===== src/rtl/coherence_bus_ctrl.sv =====
// Memory-side bus controller for two cores' icache/dcache pairs: arbitrates onto one RAM port,
// snoops the other core on coherence transactions and forwards modified lines cache-to-cache.
module coherence_bus_ctrl #(
  parameter int CPUS   = 2,
  parameter int WORD_W = 32
) (
  input  logic                   CLK,
  input  logic                   RST,
  input  logic [CPUS-1:0]        iREN,
  input  logic [CPUS*WORD_W-1:0] iaddr,
  output logic [CPUS-1:0]        iwait,
  output logic [CPUS*WORD_W-1:0] iload,
  input  logic [CPUS-1:0]        dREN,
  input  logic [CPUS-1:0]        dWEN,
  input  logic [CPUS*WORD_W-1:0] daddr,
  input  logic [CPUS*WORD_W-1:0] dstore,
  output logic [CPUS-1:0]        dwait,
  output logic [CPUS*WORD_W-1:0] dload,
  input  logic [CPUS-1:0]        cctrans,
  input  logic [CPUS-1:0]        ccwrite,
  input  logic [CPUS-1:0]        ccack,
  input  logic [CPUS-1:0]        ccfwd,
  output logic [CPUS-1:0]        ccwait,
  output logic [CPUS-1:0]        ccinv,
  output logic [CPUS*WORD_W-1:0] ccsnoopaddr,
  output logic                   ramREN,
  output logic                   ramWEN,
  output logic [WORD_W-1:0]      ramaddr,
  output logic [WORD_W-1:0]      ramstore,
  input  logic [WORD_W-1:0]      ramload,
  input  logic [1:0]             ramstate
);

  typedef enum logic [1:0] {RAM_FREE, RAM_BUSY, RAM_ACCESS, RAM_ERROR} ram_state_t;
  typedef enum logic [3:0] {IDLE, SNOOP, FWD0, FWD1, RD0, RD1, UPGR, WB, IFETCH} state_t;

  state_t state, next_state;
  logic   r, r_next;
  logic   d_last, d_last_next;
  logic   i_last, i_last_next;
  logic   two_word, two_word_next;
  logic   snoop_inv, snoop_inv_next;
  logic   s, access;

  logic [CPUS-1:0][WORD_W-1:0] iaddr_w, daddr_w, dstore_w, iload_w, dload_w, snoop_w;

  assign iaddr_w     = iaddr;
  assign daddr_w     = daddr;
  assign dstore_w    = dstore;
  assign iload       = iload_w;
  assign dload       = dload_w;
  assign ccsnoopaddr = snoop_w;

  assign s      = ~r;
  assign access = (ram_state_t'(ramstate) == RAM_ACCESS);

  // Round-robin between two requesters: on contention favour the core not served last.
  function automatic logic pick(input logic [1:0] req, input logic last);
    if (req == 2'b11) return ~last;
    return req[1];
  endfunction

  always_ff @(posedge CLK or posedge RST) begin
    if (RST) begin
      state     <= IDLE;
      r         <= 1'b0;
      d_last    <= 1'b1;
      i_last    <= 1'b1;
      two_word  <= 1'b0;
      snoop_inv <= 1'b0;
    end else begin
      state     <= next_state;
      r         <= r_next;
      d_last    <= d_last_next;
      i_last    <= i_last_next;
      two_word  <= two_word_next;
      snoop_inv <= snoop_inv_next;
    end
  end

  always_comb begin
    next_state     = state;
    r_next         = r;
    d_last_next    = d_last;
    i_last_next    = i_last;
    two_word_next  = two_word;
    snoop_inv_next = snoop_inv;
    iwait          = '1;
    dwait          = '1;
    ccwait         = '0;
    ccinv          = '0;
    snoop_w        = '0;
    ramREN         = 1'b0;
    ramWEN         = 1'b0;
    ramaddr        = '0;
    ramstore       = '0;
    iload_w        = {CPUS{ramload}};
    dload_w        = {CPUS{ramload}};

    case (state)
      IDLE: begin
        if (|cctrans) begin
          r_next         = pick(cctrans, d_last);
          d_last_next    = r_next;
          snoop_inv_next = ccwrite[r_next];
          next_state     = SNOOP;
        end else if (|dWEN) begin
          r_next      = pick(dWEN, d_last);
          d_last_next = r_next;
          next_state  = WB;
        end else if (|dREN) begin
          r_next        = pick(dREN, d_last);
          d_last_next   = r_next;
          two_word_next = 1'b0;
          next_state    = RD0;
        end else if (|iREN) begin
          r_next      = pick(iREN, i_last);
          i_last_next = r_next;
          next_state  = IFETCH;
        end
      end

      SNOOP: begin
        ccwait[s]  = 1'b1;
        ccinv[s]   = snoop_inv;
        snoop_w[s] = daddr_w[r];
        if (ccfwd[s]) begin
          next_state = FWD0;
        end else if (ccack[s]) begin
          two_word_next = 1'b1;
          next_state    = dREN[r] ? RD0 : UPGR;
        end
      end

      // Snooper's dirty words go to the requester and to RAM in the same cycle.
      FWD0, FWD1: begin
        ccwait[s]  = 1'b1;
        ccinv[s]   = snoop_inv;
        snoop_w[s] = daddr_w[r];
        ramWEN     = 1'b1;
        ramaddr    = daddr_w[s];
        ramstore   = dstore_w[s];
        dload_w[r] = dstore_w[s];
        if (access) begin
          dwait      = '0;
          next_state = (state == FWD0) ? FWD1 : IDLE;
        end
      end

      RD0, RD1: begin
        ramREN  = 1'b1;
        ramaddr = daddr_w[r];
        if (access) begin
          dwait[r]   = 1'b0;
          next_state = (state == RD0 && two_word) ? RD1 : IDLE;
        end
      end

      UPGR: begin
        dwait[r]   = 1'b0;
        next_state = IDLE;
      end

      WB: begin
        ramWEN   = 1'b1;
        ramaddr  = daddr_w[r];
        ramstore = dstore_w[r];
        if (access) begin
          dwait[r]   = 1'b0;
          next_state = IDLE;
        end
      end

      IFETCH: begin
        ramREN  = 1'b1;
        ramaddr = iaddr_w[r];
        if (access) begin
          iwait[r]   = 1'b0;
          next_state = IDLE;
        end
      end

      default: next_state = IDLE;
    endcase
  end

endmodule


===== config.mk =====
export PLATFORM = sky130hd
export DESIGN_NAME = coherence_bus_ctrl
export DESIGN_NICKNAME = d
export VERILOG_FILES = /design/src/rtl/coherence_bus_ctrl.sv
export SDC_FILE = /design/constraint.sdc
export NUM_CORES = 1
export LEC_CHECK = 0
export ABC_AREA = 1
export CORE_AREA = 2 2 196 198
export DETAILED_ROUTE_END_ITERATION = 8
export DIE_AREA = 0 0 198 200
export GPL_TIMING_DRIVEN = 0
export PLACE_DENSITY_LB_ADDON = 0.12
export SETUP_SLACK_MARGIN = 0.4
export SYNTH_ARGS = -nofsm -noshare
export SYNTH_HDL_FRONTEND = slang
export SYNTH_SLANG_ARGS = --single-unit
export TNS_END_PERCENT = 30

===== constraint.sdc =====
create_clock -name CLK -period 1.9 [get_ports CLK]
set_input_delay 0.38 -clock CLK [delete_from_list [all_inputs] [get_ports CLK]]
set_output_delay 0.38 -clock CLK [all_outputs]
set_load 0.005 [all_outputs]

After elaboration in Yosys (flattened, before gate mapping):

Index checks and enable logic that the tools add are counted.
Widths: inputs -> output; s select.

* add/sub/neg operators: 0
* $mul: 0
* div/mod/pow operators: 0
* magnitude comparators: 5
* eq/ne operators: 23
* shifts and indexed selects: 0
* multiplexer cells: 93
* bitwise gates (word level): 9
* reduce and logical (&&, ||, !) cells: 24

Operators by type and width (number)
* $mux 32: 12
* $mux 64: 2
* $pmux 32 s3: 1
* $and 64x64->64: 1
* $bwmux 64: 1
* $demux 32 s1: 2
* $pmux 32 s2: 1
* $mux 1: 52
* $mux 4: 9
* $pmux 4 s5: 1
* $eq 4x3->1 const B: 4
* $mux 2: 7
* $ne 2x2->1 const B: 7
* $reduce_or 2->1: 7
* $reduce_or 3->1: 4
* $eq 2x2->1 const B: 5
* $reduce_and 5->1: 2
* $eq 4x2->1 const B: 2
* $lt 1x2->1 const B: 3
* $not 1->1: 6
* $pmux 2 s3: 1
* $reduce_and 2->1: 3
* $reduce_and 6->1: 1
* $ne 5x5->1 const B: 1
* other kinds (15): 19

* bits in registers: 9
* latch bits: 0
* RAM bits: 0
* bits in read-only memories: 0
* bits of input ports: 242
* output and inout bits: 266
* memories: 0

Depth between registers and ports, before layout:

Gate-level depths: netlist of the first run.

* depth in word-level cells: 12
* depth in mapped cells: 9

Worst setup path after synthesis of the first run:

OpenSTA, ideal clock, no wires.

* path type: register to output
* from: reg state[3]
* to: out ramaddr[25]
* data arrival time: 1219 ps
* data required time: 1520 ps
* path slack: 301 ps
* cell stages (with the launch flop): 8
* path through: dfrtp_1 > inv_2 > nand2_2 > nor2_8 > nand2_4 > buf_6 > buf_4 > o2111ai_2

* longest elaborated chain between the ends: 3
* elaborated cells between the ends (all ways): 9

Ends and longest elaborated chain
* start, declared: RTL line 37 `state_t state, next_state;`
* start signal, assigned: RTL line 72 `state <= next_state;`
* $eq 4x3->1 / $eq 4x2->1 (equally long branches): RTL line 100 `case (state)`
* $reduce_or 3->1 (no line) / $reduce_or 2->1 (equally long branches)
* $pmux 32 s3 *: RTL line 100
* end, declared: RTL line 28 `output logic [WORD_W-1:0] ramaddr,`

Mark *: on every way between the ends. The rest lies on a longest branch, timed or not.

Worst setup path after layout of the first run:

* from: reg state[2]
* to: out ramstore[8]

* longest elaborated chain between the ends: 3
* elaborated cells between the ends (all ways): 5

Ends and longest elaborated chain
* $eq 4x2->1: RTL line 100
* $reduce_or 2->1: RTL line 100
* $pmux 32 s2 *: RTL line 100
* end, declared: RTL line 29 `output logic [WORD_W-1:0] ramstore,`

Marked as above.

==> results of run 1 <==
==> worst max path at each step <==
stage / endpoint / slack, ps
floorplan: ramaddr[10] / 330
global placement: dload[18] / -1010
detailed placement: dload[18] / -1030
CTS: dload[40] / -590
global route: ramaddr[13] / -490
finish: ramstore[8] / -400
==> synthesized netlist by cell type, types with 2 or more instances <==
library cell	n	area [sq um]
a21oi_1	3	15.0
buf_2	36	180
buf_4	71	533
buf_6	5	56.3
clkbuf_1	14	52.6
dfrtp_1	7	175
dfstp_2	2	52.6
inv_1	108	405
inv_2	6	22.5
nand2_1	415	1560
nand2_2	2	12.5
nand2_4	2	22.5
nand3_1	17	85.1
nand4_1	6	37.5
nor2_1	85	319
nor2_2	3	18.8
o2111ai_1	26	228
o2111ai_2	6	90.1
o21ai_0	130	651
o221ai_1	27	236
==> logic make-up (layout without fill, tap and decap cells) <==
family / Yosys count / count (layout) / synth area share [%]
compound gates: 195 / 195 / 25.6
buf+inv: 243 / 793 / 26.1
flops: 9 / 9 / 4.69
other cells: 0 / 4 / 0
simple gates: 536 / 536 / 43.6
==> critical path, delay by kind of cell (launching register included) <==
kind                   cells  cell delay [ps]
buffers and inverters      5              650
AND/OR/NAND/NOR            3              370
AO/OA/AOI/OAI              1              210
flip-flops                 1              430
==> routing by layer <==
layer  vias to the layer above  share of wire (%)  GRT usage [%]
li1                       4199                  -              -
met1                      3870                 41           22.0
met2                       314                 51           34.9
met3                        28                5.6           2.99
met4                         0                1.9           3.62
met5                         -                  0              0
==> sequential cells by signal (all words and copies together), names as in the netlist <==
| name | flops |
|---|---|
| d_last | 1 |
| i_last | 1 |
| r | 1 |
| snoop_inv | 1 |
| state | 4 |
| two_word | 1 |
==> area by class of cell <==
class / instances / area share (%)
Antenna cell: 4 / 0.0844
Buffer: 125 / 11.7
Clock buffer: 4 / 0.665
Inverter: 117 / 4.08
Multi-Input combinational cell: 731 / 33.9
Sequential cell: 9 / 1.94
Tap cell: 511 / 5.39
Timing Repair Buffer: 547 / 42.3
==> where the power goes <==
part / internal [mW] / switching (mW) / leakage (nW) / total (mW)
sequential: 0.284 / 0.0661 / 0.107 / 0.350
clock: 0.280 / 0.0903 / 0.0382 / 0.371
combinational: 5.39 / 6.04 / 5.96 / 11.4
==> what timing repair did <==
item | in CTS | in global routing
gates resized for setup | 433 | 409
pin swaps | 3 | 11
gates cloned | 0 | 5
endpoints found under the setup margin | 273 | 275
buffers inserted | 11 | 24
==> impl_metrics.toml, run 1 <==
[outcome]
status = "finished with violations"
violations = "negative setup slack"

[synth]
yosys_register_bits = 9
ys_types = 32
ys_warn_count = 0
mappedNetlistArea_sq_mm = 0.00485
syn_nets = 1225
synthArstFlopShare_pct = 100
synthCells = 983
synth_edf_count = 0
synth_seq_area_share_pct = 4.69
synth_ff_type = "dfrtp_1"
syn_area_per_cell_sq_um = 4.94

[detailed_routing]
drc_errors = 0
drtAntennaViolNets = 0
drtIter0Drc = 400
wl_per_cell_um = 19.4
dr.pass1.iters = 5
vias = 8411
drt-total-wl_mm = 39.7
via_per_inst = 4.11

[clock_network]
clockBufferDepth = 2
clock-sinks = 9
cts_tree = "yes"
numCtsBuffers = 3
worstSkewPairLatency_ps = 230
ctsHoldBuffers = 0
clkTransAtPathRegs_ps = 40
cts_max_level = 1
root_buffer = "clkbuf_16"

[global_route]
grt_pass1_wl_mm = 54.7
grt_overflow = 0
grtUsageTotal_pct = 18.5
grt_max_degree = 11
grt_pass1_vias = 8301
antenna_found_initial = 3

[worst_setup_path]
slowest_delay_ps = 430
required_ps = 1520
rr_startpoint = "state[3]$_DFFE_PP0P_"
cp.arrival_ps = 1920
cp_max_fo = 6
r2r-end = "state[0]$_DFFE_PP0P_"
critical-path-slowest-cell = "dfrtp_2"
path_class = "reg2out"
startpoint = "state[2]$_DFFE_PP0P_"
crit_top_cell = "buf_12"
endpoint_kind = "primary output"
r2r_slack_ps = 320
startpoint_type = "register"
worstRegToRegCells = 8
crit_chain = "inv_2 > nand2_4 > nor2_8 > nand2_8 > buf_12 > buf_8 > buf_12 > o221ai_4 > buf_2"

[sta]
rsz0062_at_grt = "yes"
relSlewSlack_pct = 67.4
min_period_over_period_pct = 121
hold_violations = 0
tightest_slew_ps = 489
hold_slack_ps = 428
maxClockFrequency_ghz = 0.436
fin_ws_ps = -396
tns_ps = -40130
clock_skew_ps = 2.73
slew_viol_final = 0
finalCriticalPeriod_ps = 2300
setup_viol = 230

[finish]
seqCellArea_sq_um = 230
drive_gt1_share_pct = 28.5
utilization_pct = 31.7
design_area_sq_mm = 0.0119
final_common_cell = "nand2_1"
mostFrequentLayoutCells = "nand2_1, clkdlybuf4s50_1, inv_1, buf_4, o21ai_0"
multi_input_area_sq_mm = 0.00402
final_cells = 2048
fill_cells = 4232
syn2layout_area_growth_pct = 144
nets = 1776

[die]
die-area_sq_mm = 0.0396
start_util_pct = 13.0
io_pins = 508
fp-row-count = 71
die_y_um = 200
fp.dieW_um = 198
core-area_sq_mm = 0.0374

[power]
power_mw = 12.2
powerDensity_mw_per_mm2 = 1020
ir_drop_mv = 0.304
p_leak_nw = 6.11

[placement]
routabilityCongestion = 0.859
postPlaceCellArea_sq_mm = 0.0108
place_ws_ps = -1030
io_buffers = 507
dp.cells = 2001
post-dp-hpwl_mm = 32.4

[min_path]
hold_path_class = "in2async"

[run]
maxCapViolCount = 0
Note: power is estimated with default switching activity, not from simulation.
==> inputs of run 2 (changes only) <==
--- a/config.mk
+++ b/config.mk
@@ -6,6 +6,7 @@
 export NUM_CORES = 1
 export LEC_CHECK = 0
 export ABC_AREA = 1
+export CAP_MARGIN = 20
 export CORE_AREA = 2 2 196 198
 export DETAILED_ROUTE_END_ITERATION = 8
 export DIE_AREA = 0 0 198 200
==> results of run 2 <==
Same layout as run 1: the final DEF is identical, and so are final timing and power.
